### src/rtl/ahb_pkg.sv
// Shared AHB encodings and arbiter state type for the ahb_arbiter slice.
package ahb_pkg;

  localparam logic [1:0] HTRANS_IDLE   = 2'b00;
  localparam logic [1:0] HTRANS_BUSY   = 2'b01;
  localparam logic [1:0] HTRANS_NONSEQ = 2'b10;
  localparam logic [1:0] HTRANS_SEQ    = 2'b11;

  localparam logic [2:0] HBURST_SINGLE = 3'd0;
  localparam logic [2:0] HBURST_INCR   = 3'd1;
  localparam logic [2:0] HBURST_WRAP4  = 3'd2;
  localparam logic [2:0] HBURST_INCR4  = 3'd3;
  localparam logic [2:0] HBURST_WRAP8  = 3'd4;
  localparam logic [2:0] HBURST_INCR8  = 3'd5;
  localparam logic [2:0] HBURST_WRAP16 = 3'd6;
  localparam logic [2:0] HBURST_INCR16 = 3'd7;

  localparam logic [1:0] HRESP_OKAY  = 2'b00;
  localparam logic [1:0] HRESP_ERROR = 2'b01;
  localparam logic [1:0] HRESP_RETRY = 2'b10;
  localparam logic [1:0] HRESP_SPLIT = 2'b11;

  typedef enum logic [1:0] {
    ARB    = 2'd0,
    BURST  = 2'd1,
    LOCKED = 2'd2
  } arb_state_t;

  // Beats remaining after the NONSEQ beat of a fixed-length burst.
  function automatic logic [3:0] burst_beats_left(input logic [2:0] hburst);
    case (hburst)
      HBURST_WRAP4,  HBURST_INCR4:  return 4'd3;
      HBURST_WRAP8,  HBURST_INCR8:  return 4'd7;
      HBURST_WRAP16, HBURST_INCR16: return 4'd15;
      default:                      return 4'd0;
    endcase
  endfunction

endpackage

### src/rtl/rr_picker.sv
// Combinational round-robin picker: first eligible index above rr_ptr, wrapping.
module rr_picker #(
  parameter int NUM_MASTERS = 4
) (
  input  logic [NUM_MASTERS-1:0] eligible,
  input  logic [1:0]             rr_ptr,
  output logic [NUM_MASTERS-1:0] winner,
  output logic                   valid
);

  localparam int unsigned NM = NUM_MASTERS;
  localparam int unsigned IW = (NM > 2) ? 2 : 1;

  logic [IW-1:0] idx;

  always_comb begin
    winner = '0;
    valid  = 1'b0;
    idx    = '0;
    // k = NM lands back on rr_ptr, so the current owner is considered last.
    for (int unsigned k = 1; k <= NM; k++) begin
      idx = IW'((32'(rr_ptr) + k) % NM);
      if (!valid && eligible[idx]) begin
        winner[idx] = 1'b1;
        valid       = 1'b1;
      end
    end
  end

endmodule

### src/rtl/ahb_arbiter.sv
// Round-robin AHB bus arbiter with burst, lock and SPLIT awareness.
// Define AHB_ARB_SPLIT_EN to enable split masking driven by hsplit.
module ahb_arbiter
  import ahb_pkg::*;
#(
  parameter int NUM_MASTERS    = 4,
  parameter int DEFAULT_MASTER = 0
) (
  input  logic                   hclk,
  input  logic                   hreset,
  input  logic [NUM_MASTERS-1:0] hbusreq,
  input  logic [NUM_MASTERS-1:0] hlock,
  input  logic [1:0]             htrans,
  input  logic [2:0]             hburst,
  input  logic                   hready,
  input  logic [1:0]             hresp,
  input  logic [NUM_MASTERS-1:0] hsplit,
  output logic [NUM_MASTERS-1:0] hgrant,
  output logic [1:0]             hmaster,
  output logic                   hmastlock
);

  localparam int unsigned            NM         = NUM_MASTERS;
  localparam logic [NUM_MASTERS-1:0] PARK_GRANT = NUM_MASTERS'(1) << DEFAULT_MASTER;

  arb_state_t            state;
  logic [3:0]            beats_left;
  logic [1:0]            rr_ptr;
  logic [NUM_MASTERS-1:0] split_mask;
  logic [NUM_MASTERS-1:0] eligible;
  logic [NUM_MASTERS-1:0] winner;
  logic                  pick_valid;
  logic [NUM_MASTERS-1:0] next_grant;
  logic [1:0]            next_idx;
  logic                  owner_locks;
  logic                  burst_start;

`ifdef AHB_ARB_SPLIT_EN
  logic [NUM_MASTERS-1:0] split_set;

  always_comb begin
    split_set = '0;
    if (hready && hresp == HRESP_SPLIT)
      split_set[hmaster] = 1'b1;
  end

  always_ff @(posedge hclk or posedge hreset) begin
    if (hreset) split_mask <= '0;
    else        split_mask <= (split_mask | split_set) & ~hsplit;
  end
`else
  logic unused_hsplit;
  assign unused_hsplit = ^hsplit;
  assign split_mask    = '0;
`endif

  assign eligible = hbusreq & ~split_mask;

  rr_picker #(
    .NUM_MASTERS (NUM_MASTERS)
  ) u_rr_picker (
    .eligible (eligible),
    .rr_ptr   (rr_ptr),
    .winner   (winner),
    .valid    (pick_valid)
  );

  always_comb begin
    next_idx = 2'(DEFAULT_MASTER);
    for (int unsigned i = 0; i < NM; i++)
      if (winner[i]) next_idx = 2'(i);
  end

  assign next_grant = pick_valid ? winner : PARK_GRANT;

  // rr_ptr always equals index(hgrant), so it also names the granted master.
  assign owner_locks = hlock[rr_ptr] & hbusreq[rr_ptr];
  assign burst_start = (htrans == HTRANS_NONSEQ) && (hburst >= HBURST_WRAP4);

  always_ff @(posedge hclk or posedge hreset) begin
    if (hreset) begin
      state      <= ARB;
      beats_left <= '0;
      rr_ptr     <= 2'(DEFAULT_MASTER);
      hgrant     <= PARK_GRANT;
      hmaster    <= 2'(DEFAULT_MASTER);
      hmastlock  <= 1'b0;
    end else if (!hready) begin
      if (hresp != HRESP_OKAY) begin
        state      <= ARB;
        beats_left <= '0;
      end
    end else begin
      hmaster   <= rr_ptr;
      hmastlock <= hlock[rr_ptr];
      case (state)
        ARB: begin
          if (owner_locks) begin
            state <= LOCKED;
          end else if (burst_start) begin
            state      <= BURST;
            beats_left <= burst_beats_left(hburst);
          end else begin
            hgrant <= next_grant;
            rr_ptr <= next_idx;
          end
        end
        BURST: begin
          if (htrans == HTRANS_SEQ) begin
            beats_left <= beats_left - 4'd1;
            // The beat that leaves one remaining is itself an arbitration
            // point, so the new grant overlaps the final beat.
            if (beats_left == 4'd2) begin
              if (owner_locks) begin
                state <= LOCKED;
              end else begin
                state  <= ARB;
                hgrant <= next_grant;
                rr_ptr <= next_idx;
              end
            end
          end
        end
        LOCKED: begin
          if (!hlock[rr_ptr]) state <= ARB;
        end
        default: state <= ARB;
      endcase
    end
  end

endmodule
### config.mk
export PLATFORM = sky130hd
export DESIGN_NAME = ahb_arbiter
export DESIGN_NICKNAME = d
export VERILOG_FILES = /design/src/rtl/ahb_pkg.sv /design/src/rtl/rr_picker.sv /design/src/rtl/ahb_arbiter.sv
export SDC_FILE = /design/constraint.sdc
export NUM_CORES = 1
export LEC_CHECK = 0
export CAP_MARGIN = 40
export CORE_AREA = 5 5 80 45
export DETAILED_ROUTE_END_ITERATION = 10
export DIE_AREA = 0 0 85 50
export PLACE_DENSITY = 0.87
export SLEW_MARGIN = 20
export SYNTH_ARGS = -nofsm -noshare
export SYNTH_HDL_FRONTEND = slang
export SYNTH_HIERARCHICAL = 1
export SYNTH_SLANG_ARGS = --single-unit
### constraint.sdc
create_clock -name hclk -period 3.3 [get_ports hclk]
set_input_delay 0.66 -clock hclk [delete_from_list [all_inputs] [get_ports hclk]]
set_output_delay 0.66 -clock hclk [all_outputs]
set_load 0.02 [all_outputs]
== Word level (Yosys, flattened, before mapping) ==
Cells that the tools add are included.

* Mux-type cells: 60
* $add $sub $neg: 5
* Order comparisons: 10
* Bitwise gates (word level): 4
* Equal/unequal tests: 23
* Reduce and logical (&&, ||, !) cells: 21

{| class="wikitable"
|+ Operators by type and width
! operator !! number
|-
| 4-bit 2-to-1 mux || 15
|-
| 2-bit 2-to-1 mux || 15
|-
| 4-bit case mux with 2 select lines || 2
|-
| 2-bit by 3-bit less-than comparator with 1-bit output (second input constant) || 5
|-
| 1-bit 2-to-1 mux || 15
|-
| 3-bit != test (second input constant) || 5
|-
| 1-bit binary-select mux with 2-bit select || 6
|-
| 3-bit equality test (second input constant) || 4
|-
| 4-bit OR || 3
|-
| 4-bit case mux with 3 select lines || 1
|-
| 2-bit != test (second input constant) || 5
|-
| 5-bit AND reduction || 2
|-
| 1-bit demux with 2-bit select || 4
|-
| 2-bit by 1-bit greater-or-equal comparator with 1-bit output (second input constant) || 4
|-
| 1-bit logical AND || 8
|-
| 7-bit AND reduction || 1
|-
| 2-bit equality test (second input constant) || 3
|-
| 3-bit by 2-bit equality test with 1-bit output (second input constant) || 2
|-
| 2-bit case mux with 3 select lines || 1
|-
| 2-bit nonzero test || 3
|-
| 2-bit OR reduction || 3
|-
| 2-bit by 1-bit adder with 2-bit output (second input constant) || 2
|-
| 2-bit adder (second input constant) || 2
|-
| 4-bit by 2-bit equality test with 1-bit output (second input constant) || 1
|-
| other kinds (9) || 11
|}

* Output and inout port bits: 7
* Flip-flop bits (word level): 15
* Bits of input ports: 22
* Word-level logic and storage cells: 129

== Depth between registers and ports, before layout ==
* Word-level depth: 20
* Gate-level depth with buffers: 10
* Mapped depth without buffers: 9

== Cells and area by module ==
The synthesis kept the hierarchy.

{| class="wikitable"
|+ Modules (own cells, without submodules)
! module !! seq. area each (µm²) !! area each (µm²) !! times used !! cells each
|-
| ahb_arbiter || 376.6 || 944.7 || 1 || 93
|-
| rr_picker || 0.0 || 415.4 || 1 || 48
|}

== Worst setup path before layout ==
OpenSTA, ideal clock, no wires.

* Path type: flip-flop to flip-flop
* Start: register rr_ptr[0]
* End: register hgrant[0]
* Period minus slack after synthesis: 2.443 ns
* Setup slack: 0.857 ns
* Setup time: 0.082 ns
* Path buffers: 0
* Cell stages (with the launch flop): 9
* Arrival time: 2.361 ns
* Path through: dfrtp_1 > inv_1 > ha_1 > mux2_2 > nand4_1 > o21ai_0 > a221o_1 > nand2b_1 > mux2_4

* Cells in the longest elaborated chain, start to end: 18
* Elaborated cells on any way between the ends: 64
* Classes of those cells: add/sub (4); order compare (8); eq/ne (2); mux (35); bitwise (4); reduce/logical (11)

{| class="wikitable"
|+ RTL lines
! what !! line !! source
|-
| start: declaration || ahb_arbiter.sv:28 || <nowiki>logic [1:0] rr_ptr;</nowiki>
|-
| start signal: assignment || ahb_arbiter.sv:84 || <nowiki>rr_ptr <= 2'(DEFAULT_MASTER);</nowiki>
|-
| start signal: assignment || ahb_arbiter.sv:105 || <nowiki>rr_ptr <= next_idx;</nowiki>
|-
| start signal: assignment || ahb_arbiter.sv:119 || <nowiki>rr_ptr <= next_idx;</nowiki>
|-
| branches (longest 12 deep; another with 2-bit by 3-bit less-than comparator with 1-bit output) || n/a ||
|-
| 4-bit 2-to-1 mux (*) || rr_picker.sv:23 || <nowiki>if (!valid && eligible[idx]) begin</nowiki>
|-
| named net winner[0] || ahb_arbiter.sv:31 || <nowiki>logic [NUM_MASTERS-1:0] winner;</nowiki>
|-
| 4-bit 2-to-1 mux (*) || ahb_arbiter.sv:74 || <nowiki>assign next_grant = pick_valid ? winner : PARK_GRANT;</nowiki>
|-
| 4-bit 2-to-1 mux || ahb_arbiter.sv:114 || <nowiki>if (owner_locks) begin</nowiki>
|-
| 4-bit 2-to-1 mux || ahb_arbiter.sv:113 || <nowiki>if (beats_left == 4'd2) begin</nowiki>
|-
| 4-bit 2-to-1 mux || ahb_arbiter.sv:109 || <nowiki>if (htrans == HTRANS_SEQ) begin</nowiki>
|-
| 4-bit case mux with 2 select lines (*) || ahb_arbiter.sv:96 || <nowiki>case (state)</nowiki>
|-
| end signal: assignment || ahb_arbiter.sv:104 || <nowiki>hgrant <= next_grant;</nowiki>
|-
| end signal: assignment || ahb_arbiter.sv:118 || <nowiki>hgrant <= next_grant;</nowiki>
|-
| end: declaration || ahb_arbiter.sv:18 || <nowiki>output logic [NUM_MASTERS-1:0] hgrant,</nowiki>
|}

Mark *: on every way through the listed nets, which the timed path passes. The select of a mux whose other input is x is not followed.
A chain may end at the register's enable or synchronous reset.

== Worst setup path in the final report ==
* Start: register rr_ptr[0]
* End: register rr_ptr[0]

* Elaborated cells on any way between the ends: 65
* Classes of those cells: add/sub (4); order compare (8); eq/ne (2); mux (36); bitwise (4); reduce/logical (11)

{| class="wikitable"
|+ RTL lines
! what !! line !! source
|-
| branches (longest 12 deep; another with 2-bit by 3-bit less-than comparator with 1-bit output) || n/a ||
|-
| 4-bit 2-to-1 mux (*) || rr_picker.sv:23 ||
|-
| named net winner[2] || ahb_arbiter.sv:31 ||
|-
| 2-bit 2-to-1 mux (*) (2 in series) || ahb_arbiter.sv:71 || <nowiki>if (winner[i]) next_idx = 2'(i);</nowiki>
|-
| 2-bit 2-to-1 mux || ahb_arbiter.sv:114 ||
|-
| 2-bit 2-to-1 mux || ahb_arbiter.sv:113 ||
|-
| 2-bit 2-to-1 mux || ahb_arbiter.sv:109 ||
|-
| 2-bit case mux with 2 select lines (*) || ahb_arbiter.sv:96 ||
|}

Marks and branches as above.

==> metrics.cfg <==
[clock_tree]
clock_path_buffers=2
clk_pin_slew_ps=60
postCtsSetupRepairBufs=0
cts_buffers=3
cts_resized=0
cts_tree=built
holdBufCountCts=0
cts_sinks=15
root_buffer=clkbuf_8
worst_skew_pair.late_latency_ps=250
htree_levels=1

[pwr]
intPower_mw=0.758
swShare_pct=44.9
p_per_area_nw_per_um2=818
p_comb_share_pct=63.9
pwr-share-seq_pct=25.3
ir_worst_vdd_v=0.000411
clockPowerShare_pct=10.8
p_switching_mw=0.618
power_leakage_nw=0.749

[critical_path]
crit_arrival_ps=3010
cp_slowest_cell=dfrtp_1
r2r_cells=9
critPathLaunchType=register
crit_path_end=rr_ptr[0]$_DFFE_PP0P_
regToRegSetupSlack_ps=390
cp_max_fo=11
cp-startpoint=rr_ptr[0]$_DFFE_PP0P_
cpLargestDelayFamily=compound AO/OA/AOI/OAI gates
r2r-end=rr_ptr[0]$_DFFE_PP0P_
max_stage_delay_ps=590
critical_path_cell_count=9
r2r-start=rr_ptr[0]$_DFFE_PP0P_
crit_buf_inv=2
required_ps=3400
crit_type=reg2reg
cp-end-kind=register
crit_chain=inv_1 -> ha_1 -> mux2i_1 -> o2111ai_1 -> o21ai_0 -> a221o_1 -> inv_1 -> a21oi_1 -> mux2i_1

[cells_and_area]
final_common_cell=clkdlybuf4s50_1
final_area_sq_um=1680
drive_above_1_share_pct=13.2
layout_common_cells=clkdlybuf4s50_1 (23), inv_1 (18), dfrtp_1 (14)
area_growth_pct=23.6
n_antenna_cell=0
final_nets=200
stdcell_count=207

[route]
drtIter0Drc=204
wire_per_inst_microns=18.2
vias=1309
avgViaCountPerCell=6.32
drcViolationCount=0
antenna_left=0
wl_mm=3.76
drt-pass1-iter-count=4

[run_status]
status=finished clean

[sta]
rsz0062_at_grt=false
slew_headroom_pct=57.9
slew_viol_final=0
hold_slack_ps=518
tightest_slew_ps=632
layout_min_cycle_time_ps=2910
setup_viol=0
clock_skew_ps=7.12
max_freq_ghz=0.344
fin_ws_ps=393
post-route-period-util_pct=88.1
fin_setup_tns_ps=0
hold_viol=0

[global_route]
grt_usage_pct=18.7
first_global_vias=1283
grt_pass1_wl_mm=6.21
grt_max_degree=16
overflow=0
antenna_found_initial=0

[min_path]
hold_depth=2
hold_class=reg2reg

[floorplan]
die_h_microns=50
pin_count=29
start_util_pct=47.9
core_area_sq_um=2840
rows=14
die-width_microns=85
dieArea_sq_um=4250

[yosys]
synth_xor_area_share_pct=0
ys_warn_count=6
post_synth_num_cell_types=42
yosys.area_share.simple_pct=18.3
synth_adder_area_share_pct=9.20
ys_ff_latch=15
async_reset_ff_share_pct=100
synth_top_family_by_area=multiplexers
synthFlopType=dfrtp_1
synth_edf_count=0
netlist_instances=141
synth_seq_area_share_pct=27.7
synth_area_sq_um=1360
synth-compound-area-share_pct=16.7
synthMuxAreaShare_pct=21.7
synth_nets=173
syn_area_per_cell_sq_um=9.65

[placement]
portBuffers=23
dp_hpwl_mm=2.87
place_area_sq_um=1640
dp.cells=203
gp_congestion=0.826
pre_cts_slack_ps=247

[flow_run]
max_cap_viol_count=0

## power by group through the flow
stage	Clock [mW]	Combinational (mW)	Sequential [mW]
after floorplan	0	0.570	0.378
after global placement	0	0.799	0.339
after detailed placement	0	0.857	0.347
after CTS	0.151	0.863	0.347
after global routing	0.159	0.938	0.362
final	0.149	0.879	0.348
## metrics by stage
step | utilization [%] | total power, mW
floorplan | - | 0.947
global route | 59.3 | 1.46
finish | 59.3 | 1.38
global placement | 57.7 | 1.14
CTS | 59.3 | 1.36
detailed placement | 57.7 | 1.20
## cell usage after synthesis (all sizes together) (3+ instances only)
master | instances | area [sq um]
ha | 10 | 125
mux2 | 8 | 93.8
nand2b | 5 | 31.3
a21oi | 5 | 25.0
nand2 | 11 | 41.3
nor3 | 4 | 20.0
dfrtp | 14 | 350
inv | 18 | 67.6
a2111o | 3 | 33.8
nor2 | 10 | 37.5
mux4 | 3 | 71.3
a221o | 4 | 40.0
and3 | 3 | 21.3
mux2i | 13 | 130
## sequential cells by signal, summed over array words and instances (netlist names)
register,cells
hmaster,2
beats_left,4
hgrant,4
hmastlock,1
rr_ptr,2
state,2
## worst register-to-register path: stages, from the launching register on
cell,delay [ps]
dfrtp_1,590
inv_1,280
ha_1,470
mux2i_1,280
o2111ai_1,160
o21ai_0,360
a221o_1,280
inv_1,60
a21oi_1,160
mux2i_1,110
## cell families (layout without fill, tap and decap cells)
logic type	Yosys count	in the layout
compound gates	26	26
fa+ha+maj	10	10
buf+inv	21	47
flops	15	15
mux	24	24
simple gates	45	45
## worst min path at each step
stage	from	end	slack, ps
2_1_floorplan	beats_left[0]$_DFFE_PP0P_	beats_left[0]$_DFFE_PP0P_	530
3_3_place_gp	hmastlock$_DFFE_PP0P_	hmastlock$_DFFE_PP0P_	510
3_5_place_dp	hmastlock$_DFFE_PP0P_	hmastlock$_DFFE_PP0P_	500
4_1_cts	hgrant[1]$_DFFE_PP0P_	hgrant[1]$_DFFE_PP0P_	530
5_1_grt	hmaster[1]$_DFFE_PP0P_	hmaster[1]$_DFFE_PP0P_	550
6_report	hgrant[1]$_DFFE_PP0P_	hgrant[1]$_DFFE_PP0P_	520
## area by class of cell
class                           count  area, sq um
Timing Repair Buffer               25          245
Multi-Input combinational cell    105          897
Clock buffer                        4         45.0
Sequential cell                    15          377
Fill cell                         244         1160
Tap cell                           40         50.0
Inverter                           18         67.6
## per-layer routing
metal / GRT usage, % / routed length [microns]
met5: 0 / 0
met4: 10.0 / 135
met3: 3.33 / 345
met2: 29.9 / 1790
met1: 24.0 / 1480
(Power assumes the default switching activity.)
